File: src/rtl/string_packer.sv
// -----------------------------------------------------------------------------
// string_packer
//
// Width-up converter. It concatenates RATIO consecutive IN_W-bit input words
// into one OUT_W-bit output word. The first word of a group lands in the most
// significant slot, as in {a,b,c,d}. A flush request emits a partially filled
// word, left-justified, with the unused slots holding the pad word.
//
// Optional feature macro: STRING_PACKER_PAD_EN
//   defined     : pad word is 8'h20 (ASCII space), zero-extended to IN_W
//   not defined : pad word is all zeros
//
// Ports:
//   clk        rising-edge clock
//   reset      asynchronous, active-high reset
//   in_valid   in_data is presented
//   in_ready   block accepts in_data this cycle (combinational)
//   in_data    input word, IN_W bits
//   flush      single-cycle request to emit the partial word
//   out_valid  out_data / out_count are valid (registered)
//   out_ready  consumer accepts out_data this cycle
//   out_data   packed word; first word in bits [OUT_W-1 -: IN_W] (registered)
//   out_count  number of real words in out_data, 1..RATIO (registered)
// -----------------------------------------------------------------------------
module string_packer #(
  parameter  int IN_W  = 8,
  parameter  int RATIO = 4,
  localparam int OUT_W = IN_W * RATIO,
  localparam int CW    = $clog2(RATIO + 1)
) (
  input  logic             clk,
  input  logic             reset,
  input  logic             in_valid,
  output logic             in_ready,
  input  logic [IN_W-1:0]  in_data,
  input  logic             flush,
  output logic             out_valid,
  input  logic             out_ready,
  output logic [OUT_W-1:0] out_data,
  output logic [CW-1:0]    out_count
);

`ifdef STRING_PACKER_PAD_EN
  localparam logic [IN_W-1:0] PAD_WORD = IN_W'(8'h20);
`else
  localparam logic [IN_W-1:0] PAD_WORD = '0;
`endif
  localparam logic [OUT_W-1:0] PAD_FILL = {RATIO{PAD_WORD}};
  localparam logic [CW-1:0]    FULL_CNT = CW'(RATIO);

  typedef enum logic [1:0] {
    S_EMPTY = 2'd0,  // no words collected, nothing presented
    S_FILL  = 2'd1,  // 0 < count < RATIO, nothing presented
    S_HOLD  = 2'd2   // a packed word is presented on the output
  } state_t;

  state_t             state_q,      state_d;
  logic [OUT_W-1:0]   buf_q,        buf_d;        // group being collected
  logic [CW-1:0]      count_q,      count_d;      // words in buf_q
  logic               flush_pend_q, flush_pend_d; // flush seen while in HOLD
  logic [OUT_W-1:0]   out_data_q,   out_data_d;
  logic [CW-1:0]      out_count_q,  out_count_d;
  logic               out_valid_q,  out_valid_d;

  logic               accept;
  logic               handshake;
  logic [OUT_W-1:0]   buf_w;   // buf_q with this cycle's accepted word merged
  logic [CW-1:0]      cnt_w;   // count_q including this cycle's accept

  // A new group may start in the very cycle the held word is handed off.
  assign in_ready  = !out_valid_q || out_ready;
  assign accept    = in_valid && in_ready;
  assign handshake = out_valid_q && out_ready;

  assign out_valid = out_valid_q;
  assign out_data  = out_data_q;
  assign out_count = out_count_q;

  // Merge the accepted word into the slot selected by the current count.
  // Word k of a group goes to slot RATIO-1-k, i.e. the MSB end fills first.
  always_comb begin
    // NOTE: combinational blocks use blocking '=' and give every variable a
    // default first, so later statements see the updated value and no latch
    // is inferred on paths that leave a signal unassigned.
    buf_w = buf_q;
    for (int k = 0; k < RATIO; k++) begin
      if (accept && (count_q == CW'(k))) begin
        buf_w[(RATIO-k)*IN_W-1 -: IN_W] = in_data;
      end
    end
    cnt_w = count_q + {{(CW-1){1'b0}}, accept};
  end

  always_comb begin
    state_d      = state_q;
    buf_d        = buf_q;
    count_d      = count_q;
    flush_pend_d = flush_pend_q;
    out_data_d   = out_data_q;
    out_count_d  = out_count_q;
    out_valid_d  = out_valid_q;

    unique case (state_q)
      S_EMPTY: begin
        // A flush with nothing collected is ignored, even alongside an accept.
        if (accept) begin
          buf_d   = buf_w;
          count_d = cnt_w;
          state_d = S_FILL;
        end
      end

      S_FILL: begin
        // Completing the group and flushing emit the same thing: the merged
        // buffer with its real word count. A flush arriving with the final
        // word is thereby consumed by the full-word emission.
        if ((accept && (cnt_w == FULL_CNT)) || flush || flush_pend_q) begin
          out_data_d   = buf_w;
          out_count_d  = cnt_w;
          out_valid_d  = 1'b1;
          buf_d        = PAD_FILL;
          count_d      = '0;
          flush_pend_d = 1'b0;
          state_d      = S_HOLD;
        end else begin
          buf_d   = buf_w;
          count_d = cnt_w;
        end
      end

      S_HOLD: begin
        // Remember a flush seen while the output is stalled; it applies to
        // the group that starts in the handoff cycle, if any.
        flush_pend_d = flush_pend_q || flush;
        if (handshake) begin
          out_valid_d = 1'b0;
          if (accept) begin
            buf_d   = buf_w;
            count_d = cnt_w;
            state_d = S_FILL;
          end else begin
            flush_pend_d = 1'b0;
            state_d      = S_EMPTY;
          end
        end
      end

      default: begin
        state_d      = S_EMPTY;
        buf_d        = PAD_FILL;
        count_d      = '0;
        flush_pend_d = 1'b0;
        out_valid_d  = 1'b0;
      end
    endcase
  end

  // NOTE: sequential state uses non-blocking '<=' so all flops update together
  // at the edge regardless of statement order.
  always_ff @(posedge clk or posedge reset) begin
    if (reset) begin
      // NOTE: the slot buffer and output word are reset to the pad pattern
      // because unwritten slots must read as pad once a partial word is
      // flushed; this is a handful of flops, not a RAM, so resetting is cheap.
      state_q      <= S_EMPTY;
      buf_q        <= PAD_FILL;
      count_q      <= '0;
      flush_pend_q <= 1'b0;
      out_data_q   <= PAD_FILL;
      out_count_q  <= '0;
      out_valid_q  <= 1'b0;
    end else begin
      state_q      <= state_d;
      buf_q        <= buf_d;
      count_q      <= count_d;
      flush_pend_q <= flush_pend_d;
      out_data_q   <= out_data_d;
      out_count_q  <= out_count_d;
      out_valid_q  <= out_valid_d;
    end
  end

endmodule

File: config.mk
export PLATFORM = sky130hd
export DESIGN_NAME = string_packer
export DESIGN_NICKNAME = d
export VERILOG_FILES = /design/src/rtl/string_packer.sv
export SDC_FILE = /design/constraint.sdc
export NUM_CORES = 1
export LEC_CHECK = 0
export BUFFER_PORTS_ARGS = -buffer_cell sky130_fd_sc_hd__buf_4
export CAP_MARGIN = 0
export CELL_PAD_IN_SITES_DETAIL_PLACEMENT = 1
export CELL_PAD_IN_SITES_GLOBAL_PLACEMENT = 1
export CORE_MARGIN = 3
export CORE_UTILIZATION = 45
export CTS_CLUSTER_SIZE = 28
export DETAILED_ROUTE_END_ITERATION = 10
export PLACE_DENSITY_LB_ADDON = 0.1
export SLEW_MARGIN = 10
export SYNTH_ARGS = -nofsm -noshare
export SYNTH_HDL_FRONTEND = slang
export SYNTH_SLANG_ARGS = --single-unit
File: constraint.sdc
create_clock -name clk -period 4.3 [get_ports clk]
set_clock_uncertainty 0.15 [all_clocks]
set_input_delay 0.43 -clock clk [delete_from_list [all_inputs] [get_ports clk]]
set_output_delay 0.43 -clock clk [all_outputs]
set_load 0.005 [all_outputs]
### After elaboration in Yosys (flattened, before gate mapping)

Cells that the tools add are included.

| word-level totals | value |
|---|---|
| bits in registers | 74 |
| input port bits | 13 |
| output and inout bits | 37 |
| word-level logic and storage cells | 60 |

| operators by class | value |
|---|---|
| add/subtract/negate cells | 1 |
| equal/unequal tests | 9 |
| multiplexer cells | 24 |
| bitwise logic cells | 1 |
| reduce and logical (&&, ||, !) cells | 18 |

Operators by type and width:

| operator | number |
|---|---|
| 32-bit 2-to-1 mux | 3 |
| 32-bit one-hot mux with 3 select lines | 1 |
| 8-bit 2-to-1 mux | 4 |
| 3-bit 2-to-1 mux | 3 |
| 3-bit one-hot mux with 3 select lines | 1 |
| 1-bit logical AND | 7 |
| 3-bit by 2-bit equality test with 1-bit output, second input constant | 2 |
| 1-bit 2-to-1 mux | 6 |
| 2-bit 2-to-1 mux | 3 |
| 2-bit inequality test, second input constant | 3 |
| 1-bit one-hot mux with 3 select lines | 2 |
| 2-bit one-hot mux with 3 select lines | 1 |
| 3-bit AND reduction | 2 |
| 1-bit logical OR | 4 |
| 2-bit AND reduction | 2 |
| 3-bit by 1-bit adder with 3-bit output | 1 |
| 3-bit by 1-bit equality test with 1-bit output, second input constant | 1 |
| 3-bit equality test, second input constant | 1 |
| 3-bit zero test | 1 |
| 2-bit by 1-bit equality test with 1-bit output, second input constant | 1 |
| 2-bit equality test, second input constant | 1 |
| 2-bit zero test | 1 |
| 1-bit zero test | 1 |
| 1-bit inverter | 1 |

### Logic depth before layout (Yosys ltp)

Gate-level depths: netlist of the first run.

| logic depth | value |
|---|---|
| depth after elaboration | 10 |
| depth in mapped cells | 11 |
| depth with buffers taken out | 9 |

### Worst setup path before layout of the first run

Ideal clock, no wire load.

| timing path | value |
|---|---|
| kind | in2reg |
| start | input out_ready |
| end | register out_count_q[2] (netlist: out_count[2]) |
| library setup time | 0.125 ns |
| arrival | 2.288 ns |
| data required time | 4.025 ns |
| path slack | 1.737 ns |
| stages | 10 |
| buffers on the path | 2 |
| cells stage by stage | and2b_4 -> nor2_1 -> ha_1 -> ha_1 -> nor2_1 -> and4_4 -> o21ba_1 -> buf_2 -> buf_6 -> mux2_4 |

| between the ends | value |
|---|---|
| cells in the longest elaborated chain, start to end | 8 |

Ends and longest elaborated chain:

| element | RTL line | source |
|---|---|---|
| start, declared | 38 | `input logic out_ready,` |
| 1-bit logical OR | 71 | `assign in_ready = !out_valid_q \|\| out_ready;` |
| 1-bit logical AND | 72 | `assign accept = in_valid && in_ready;` |
| 3-bit by 1-bit adder with 3-bit output | 91 | `cnt_w = count_q + {{(CW-1){1'b0}}, accept};` |
| named net cnt_w[1] | 68 | `logic [CW-1:0] cnt_w;` |
| 3-bit equality test | 117 | `if ((accept && (cnt_w == FULL_CNT)) \|\| flush \|\| flush_pend_q) begin` |
| 1-bit logical AND | 117 |  |
| 1-bit logical OR (2 in series) | 117 |  |
| 2-bit AND reduction (no source line) | n/a |  |
| end signal, assigned | 178 | `out_count_q <= out_count_d;` |
| end, declared | 62 | `logic [CW-1:0] out_count_q, out_count_d;` |

The timed path passes the listed nets, and every way through them passes these cells.
A chain may end at the register's enable or synchronous reset.

### Worst setup path in the final report of the first run

| timing path | value |
|---|---|
| start | register out_valid_q (netlist: out_valid) |
| end | register out_data_q[0] (netlist: out_data[0]) |

| between the ends | value |
|---|---|
| cells in the longest elaborated chain, start to end | 9 |
| elaborated cells between the ends (all ways) | 11 |
| classes of those cells | add/sub (1); eq/ne (1); mux (1); reduce/logical (8) |

Ends and longest elaborated chain:

| element | RTL line | source |
|---|---|---|
| start, declared | 63 | `logic out_valid_q, out_valid_d;` |
| start signal, assigned | 179 | `out_valid_q <= out_valid_d;` |
| 1-bit zero test | 71 |  |
| 1-bit logical OR | 71 |  |
| 1-bit logical AND | 72 |  |
| 3-bit by 1-bit adder with 3-bit output | 91 |  |
| named net cnt_w[1] | 68 |  |
| 3-bit equality test | 117 |  |
| 1-bit logical AND | 117 |  |
| 1-bit logical OR (2 in series) | 117 |  |
| 2-bit AND reduction (no source line) | n/a |  |
| end signal, assigned | 177 | `out_data_q <= out_data_d;` |
| end, declared | 61 | `logic [OUT_W-1:0] out_data_q, out_data_d;` |

The timed path passes the listed nets, and every way through them passes these cells.

==> results.txt, run 1 <==
----------------------------------------------------
[GRT]
  First-pass GRT wire length ... 13200 um
  Largest net degree at the start of global routing ... 51
  Vias in the first global route ... 2464
  Number of antenna violations at the first check in global routing ... 0
  Overflow after GRT ... 0
  Overall global routing resource usage ... 19.8%

[STA]
  Setup slack after layout ... 1.37 ns
  Final period demand of the worst path ... 2.93 ns
  Total count of hold-check failures in the final report ... 0
  Setup TNS after final layout ... 0 ns
  Worst-Margin Slew ... 1.03 ns
  Max Transition Viols Final ... 0
  Worst hold margin ... 0.191 ns
  Final worst path period share ... 68.1%
  Peak clock frequency supported by timing ... 0.342 GHz
  Worst rel slew slack ... 31.0%
  RSZ-0062 raised after global routing ... false
  Finish-stage setup viols ... 0

[Synth]
  Mean cell area of the mapped netlist ... 12.4 um2
  Synth Warn # ... 0
  Synthesized area ... 0.00347 mm2
  Post-Syn Instances ... 280
  Number of unique standard cell types used by synthesis ... 38
  Top_reg_cell synth ... dfrtp_1
  Sequential element share of the synthesized area ... 53.3%
  Number of flops mapped to enable cells by yosys ... 0
  #FFs+latches synth ... 74
  Ys async rst share ... 100%
  Syn Nets ... 295

[Detailed routing]
  Remaining routing DRC violations ... 0
  DR vias ... 2313
  Routed Wire Length ... 7780 um
  First DRT Iteration DRCs ... 88
  Detailed-router iteration count before antenna repair ... 4
  Vias/cell ... 5.42
  Routed wire per std cell ... 18.2 um
  Post-route ant nets ... 0

[Status]
  Status ... completed

[Floorplan]
  Initial core utilization ... 47.1%
  Die Area ... 0.00881 mm2
  Overall die height ... 93.8 um
  X dimension of the die ... 93.8 um
  I/O pins ... 50
  Rows ... 31
  Std-Cell Core Area ... 0.00737 mm2

[Critical path]
  Critical Path Sink Type ... register
  Critical Path AT ... 3.05 ns
  Cells on worst reg2reg path ... 10
  Category of the critical setup timing path ... register to register
  Worst reg2reg setup slack ... 1.37 ns
  R2r startpoint ... out_valid
  Worst setup SP type ... register
  Critical path fanouts, max ... 39
  Data required time of the critical path ... 4.42 ns
  FF-to-FF End ... out_data[0]

[Power and ir drop]
  Internal power summed over all cells ... 0.00187 W
  Switching power as a share of total power ... 36.6%
  Switching pwr ... 0.00108 W
  Flop pwr share ... 39.2%
  Static Leak ... 1.95 nW
  Part of the power in combinational logic ... 41.9%
  Worst vdd rail ir drop ... 0.325 mV
  Clock network fraction of total power ... 18.9%
  Power density over cell area ... 723 mW/mm2

[Cells and area]
  Area used by multi-input combinational logic ... 0.00149 mm2
  Area growth from synthesis to layout ... 17.6%
  # nets final ... 339
  Final Core Density ... 55.4%
  N_diodes ... 0
  Sequential cell area ... 0.00185 mm2
  Share of cells above drive strength 1 ... 36.3%
  Layout fillers ... 780

[Run]
  Count of maximum capacitance violations ... 0

[Clock tree]
  Count of hold buffers inserted by post-cts repair ... 0
  Clock-pin slew of the registers on the worst-case setup and hold paths ... 0.07 ns
  Clock tree from TritonCTS ... done
  Source-to-sink clock delay at the later pin of the worst-skew pair ... 0.35 ns
  Resized cells post-CTS ... 0
  CTS root buf ... clkbuf_8
  Total clock buffers created by CTS ... 9
  TritonCTS sink count ... 74
  Post-CTS setup buffer count ... 0
  Largest buffer count on any clock path ... 2
  Number of H-tree levels ... 3

[Placed design]
  Routability Congestion ... 0.754
  Placement-stage worst setup slack ... 1.14 ns
  HPWL reported at the end of detailed placement ... 5340 um
  Total of buffers placed on input and output ports ... 49

[Hold path]
  Worst min path class ... input port to async pin

----------------------------------------------------
==> logic make-up (layout without fill, tap and decap cells) <==
kind of cell	count (synthesis)	count (layout)	share of synthesized area (%)
AO/OA/AOI/OAI	86	86	20.9
XOR/XNOR	2	2	0.505
adder cells (fa/ha/maj)	2	2	0.721
buffers and inverters	25	73	4.07
flip-flops	74	74	53.3
multiplexers	35	35	10.3
AND/OR/NAND/NOR	56	56	10.1
==> flip-flops by register name, indices dropped and copies added (netlist names) <==
name	count
buf_q	32
out_valid	1
out_count	3
out_data	32
state_q	2
flush_pend_q	1
count_q	3
==> power by group through the flow <==
stage	Sequential (W)	Combinational [W]	Clock, W
after floorplan	0.00113	0.000847	0
after CTS	0.00116	0.00126	0.000573
after detailed placement	0.00117	0.00126	0
after global placement	0.00116	0.00122	0
after global routing	0.00120	0.00138	0.000601
final	0.00116	0.00124	0.000557
==> worst max path at each step <==
stage | slack (ns) | startpoint | endpoint
CTS | 1.34 | out_valid | out_data[28]
global route | 1.08 | out_valid | out_data[17]
global placement | 1.24 | out_ready | out_data[24]
finish | 1.37 | out_valid | out_data[0]
floorplan | 1.74 | out_ready | out_count[2]
detailed placement | 1.14 | out_ready | out_data[28]
==> cells in the mapped netlist (2+ instances only) <==
library cell / count / share of area [%]
nor2_1: 38 / 4.1
dfrtp_1: 74 / 53
nor4b_2: 2 / 0.86
a21o_1: 3 / 0.65
nand3b_1: 2 / 0.43
nor2_8: 4 / 2.3
inv_1: 2 / 0.22
buf_6: 4 / 1.3
inv_2: 2 / 0.22
a211o_1: 2 / 0.50
a21oi_1: 8 / 1.2
o21a_1: 2 / 0.43
a21oi_2: 29 / 7.3
buf_4: 3 / 0.65
mux2_2: 2 / 0.65
ha_1: 2 / 0.72
nand2b_1: 2 / 0.36
buf_2: 5 / 0.72
mux2i_1: 32 / 9.2
xor2_1: 2 / 0.50
a22o_1: 34 / 8.6
buf_1: 8 / 0.86
o21ai_0: 3 / 0.43
==> metrics by stage <==
stage / instances / power [W] / area [um2]
2_1_floorplan: 280 / 0.00198 / 3470
3_3_place_gp: 412 / 0.00238 / 3880
3_5_place_dp: 412 / 0.00243 / 3880
4_1_cts: 427 / 0.00300 / 4080
5_1_grt: 427 / 0.00318 / 4080
6_report: 427 / 0.00295 / 4080
==> cell type report <==
type / instances / area share, %
multi-input combinational: 181 / 36.4
clock inverter: 4 / 1.26
sequential: 74 / 45.3
timing repair buffer: 54 / 9.93
clock buffer: 11 / 3.71
inverter: 4 / 0.368
tap: 99 / 3.03
==> cell usage in the layout, fill, tap and decap left out, drive strengths merged, types with 2 or more instances in the layout <==
cell,instances
mux2,3
inv,4
clkinv,2
nor4b,2
clkbuf,11
ha,2
buf,54
o21a,2
mux2i,32
a21o,4
a21oi,37
a211o,2
dfrtp,74
nand3b,2
nor2,43
nand2b,2
xor2,2
o21ai,3
a22o,34
==> critical path: stages, from the launching register on <==
cell     delay, ns
dfrtp_1       0.42
and2b_4       0.24
nor2_1        0.08
ha_1          0.18
ha_1          0.31
nor2_1        0.16
and4_4        0.27
o21ba_4       0.51
buf_4         0.35
nor2_1        0.07
a21oi_2       0.10
==> routing by layer <==
layer / global-route usage [%] / part of all wire (%)
met3: 5.05 / 3.9
met2: 30.8 / 47
met4: 6.14 / 1.6
met5: 0 / 0
met1: 27.2 / 47
(Power assumes the default switching activity.)
==> inputs of run 2 (changes only) <==
Settings changed: CORE_UTILIZATION 45 to 41.
Clock period 4.3 ns to 2.4 ns, I/O delays scaled along.
==> run 2 against run 1 <==
  * Worst hold slack worse by 0.14 ns
  * Global-route usage is 1.7 points lower
  * Combinational power is 110% higher
  * Via count is 3.7% higher
  * Critical endpoint is now buf_q[3]
  * Largest cell class unchanged
==> results.txt, run 2 (synthesized netlist as in run 1, its figures left out) <==
----------------------------------------------------
[STA]
  Peak clock frequency supported by timing ... 0.427 GHz (was 0.342 GHz)
  Total count of hold-check failures in the final report ... 0 (unchanged)
  Final period demand of the worst path ... 2.34 ns (was 2.93 ns)
  Finish-stage setup viols ... 0 (unchanged)
  Worst rel slew slack ... 71.4% (was 31.0%)
  RSZ-0062 raised after global routing ... true (was false)
  Final worst path period share ... 97.6% (was 68.1%)
  Max Transition Viols Final ... 0 (unchanged)
  Worst-Margin Slew ... 0.429 ns (was 1.03 ns)

[Cells and area]
  Commonest non-fill, non-tap cells in the layout ... 74 x dfrtp_1, 64 x buf_4, 36 x nor2_1 (was 74 x dfrtp_1, 54 x buf_4, 38 x nor2_1)
  Finished Layout Cells ... 445 (was 427)
  Final Core Density ... 54.4% (was 55.4%)
  Most common cell after layout, fill and taps aside ... dfrtp_1 (unchanged)
  Share of cells above drive strength 1 ... 40.5% (was 36.3%)
  Area growth from synthesis to layout ... 24.8% (was 17.6%)
  # nets final ... 354 (was 339)
  Layout fillers ... 848 (was 780)
  N_diodes ... 0 (unchanged)
  Finished Cell Area ... 0.00433 mm2 (was 0.00408 mm2)

[Status]
  Status ... completed (unchanged)

[Critical path]
  Critical path fanouts, max ... 8 (was 39)
  R2r startpoint ... out_valid (unchanged)
  Crit-path max cell delay ... 0.38 ns (was 0.51 ns)
  Slowest stage cell on the critical path ... dfrtp_1 (was o21ba_4)
  Total buffers and inverters traversed by the critical path ... 1 (unchanged)
  CP cell instances ... and2b_4, nor2_4, ha_4, ha_4, xor2_2, and4_4, nor3_4, buf_4, a21o_4, a22o_1 (was and2b_4, nor2_1, ha_1, ha_1, nor2_1, and4_4, o21ba_4, buf_4, nor2_1, a21oi_2)
  Worst reg2reg setup slack ... 0.06 ns (was 1.37 ns)
  Critical Path Sink Type ... register (unchanged)
  Most prevalent standard cell on the critical path ... ha_4 (was nor2_1)
  Cell family with most CP delay ... simple AND/OR/NAND/NOR gates (unchanged)
  Data required time of the critical path ... 2.49 ns (was 4.42 ns)
  Critical path endpoint ... buf_q[3] (was out_data[0])
  FF-to-FF End ... buf_q[3] (was out_data[0])
  Cell count along the critical path ... 10 (unchanged)
  Critical Path AT ... 2.43 ns (was 3.05 ns)
  Worst setup SP type ... register (unchanged)
  Cells on worst reg2reg path ... 10 (unchanged)
  Category of the critical setup timing path ... register to register (unchanged)
  Worst setup path start ... out_valid (unchanged)

[Clock tree]
  Source-to-sink clock delay at the later pin of the worst-skew pair ... 0.34 ns (was 0.35 ns)
  CTS root buf ... clkbuf_8 (unchanged)
  TritonCTS sink count ... 74 (unchanged)
  Largest buffer count on any clock path ... 2 (unchanged)
  Total clock buffers created by CTS ... 9 (unchanged)
  Clock tree from TritonCTS ... done (unchanged)
  Clock-pin slew of the registers on the worst-case setup and hold paths ... 0.08 ns (was 0.07 ns)
  Number of H-tree levels ... 3 (unchanged)

[Placed design]
  Cell area reported after detailed placement ... 0.00400 mm2 (was 0.00388 mm2)
  Total placed cells including tap cells ... 425 (was 412)
  Total of buffers placed on input and output ports ... 49 (unchanged)
  HPWL reported at the end of detailed placement ... 5410 um (was 5340 um)
  Routability Congestion ... 0.725 (was 0.754)

[Detailed routing]
  Remaining routing DRC violations ... 0 (unchanged)
  Routed wire per std cell ... 18.8 um (was 18.2 um)
  Vias/cell ... 5.39 (was 5.42)
  First DRT Iteration DRCs ... 83 (was 88)
  DR vias ... 2398 (was 2313)
  Detailed-router iteration count before antenna repair ... 4 (unchanged)
  Post-route ant nets ... 0 (unchanged)
  Routed Wire Length ... 8350 um (was 7780 um)

[Floorplan]
  Rows ... 32 (was 31)
  X dimension of the die ... 98.0 um (was 93.8 um)
  Std-Cell Core Area ... 0.00797 mm2 (was 0.00737 mm2)
  Die Area ... 0.00961 mm2 (was 0.00881 mm2)
  Overall die height ... 98.0 um (was 93.8 um)
  I/O pins ... 50 (unchanged)
  Initial core utilization ... 43.6% (was 47.1%)

[Power and ir drop]
  Post-layout total power ... 0.00567 W (was 0.00295 W)
  Worst vdd rail ir drop ... 0.535 mV (was 0.325 mV)
  Power density over cell area ... 1310 mW/mm2 (was 723 mW/mm2)
  Static Leak ... 2.06 nW (was 1.95 nW)

[GRT]
  Number of antenna violations at the first check in global routing ... 0 (unchanged)
  Overall global routing resource usage ... 18.1% (was 19.8%)
  Overflow after GRT ... 0 (unchanged)
  Largest net degree at the start of global routing ... 75 (was 51)
  First-pass GRT wire length ... 13700 um (was 13200 um)
  Vias in the first global route ... 2561 (was 2464)

[Hold path]
  Worst min path class ... input port to register (was input port to async pin)

[Run]
  Count of maximum capacitance violations ... 0 (unchanged)

----------------------------------------------------
run 2: worst min-delay path by stage:
| stage | start | end | depth (start not counted) |
|---|---|---|---|
| finish | in_data[7] | buf_q[31] | 2 |
| global route | in_data[7] | buf_q[31] | 2 |
| CTS | in_data[7] | buf_q[23] | 2 |
| detailed placement | reset | out_data[8] | 3 |
| global placement | reset | out_data[8] | 3 |
| floorplan | in_valid | flush_pend_q | 2 |
run 2: timing repair:
action                                  4_1_cts  5_1_grt
hold buffers                                  1        0
buffers inserted                              2        1
hold endpoints to repair                     74        0
pin swaps                                    13        3
gates cloned                                  0        1
resized for setup                             8        3
endpoints found under the setup margin       40       61
run 2: power by group:
part           internal (W)  switching, W
clock network      0.000606      0.000458
registers           0.00173      0.000313
logic               0.00131       0.00125
total               0.00365       0.00202
run 2: routing by layer:
| metal | share of wire [%] | track usage (%) | routed length, um | vias to the layer above |
|---|---|---|---|---|
| li1 | - | - | - | 1124 |
| met1 | 45 | 24.6 | 3720 | 1211 |
| met2 | 50 | 29.4 | 4150 | 52 |
| met3 | 4.2 | 3.07 | 351 | 11 |
| met4 | 1.4 | 6.28 | 119 | 0 |
| met5 | 0 | 0 | 0 | - |
run 2: layout make-up:
class                      instances  area [um2]  area share [%]
sequential                        74        1850            42.7
multi-input combinational        181        1550            35.7
timing repair buffer              69         576            13.3
clock buffer                      10         138            3.18
tap                              102         128            2.94
clock inverter                     5        78.8            1.82
inverter                           4        15.0           0.346
run 2: through the flow:
| step | setup TNS [ns] | setup WS (ns) | hold WS, ns |
|---|---|---|---|
| 2_1_floorplan | -0.0111 | -0.0111 | 0.259 |
| 3_3_place_gp | -0.780 | -0.0711 | 0.219 |
| 3_5_place_dp | -1.86 | -0.136 | 0.224 |
| 4_1_cts | 0 | 0.0143 | 0.0375 |
| 5_1_grt | -0.0112 | -0.00689 | 0.0418 |
| 6_report | 0 | 0.0587 | 0.0493 |
run 2: worst reg2reg max path, cell delays in order (launching register included):
cell,delay [ns]
dfrtp_1,0.38
and2b_4,0.18
nor2_4,0.11
ha_4,0.15
ha_4,0.14
xor2_2,0.16
and4_4,0.29
nor3_4,0.06
buf_4,0.15
a21o_4,0.23
a22o_1,0.24
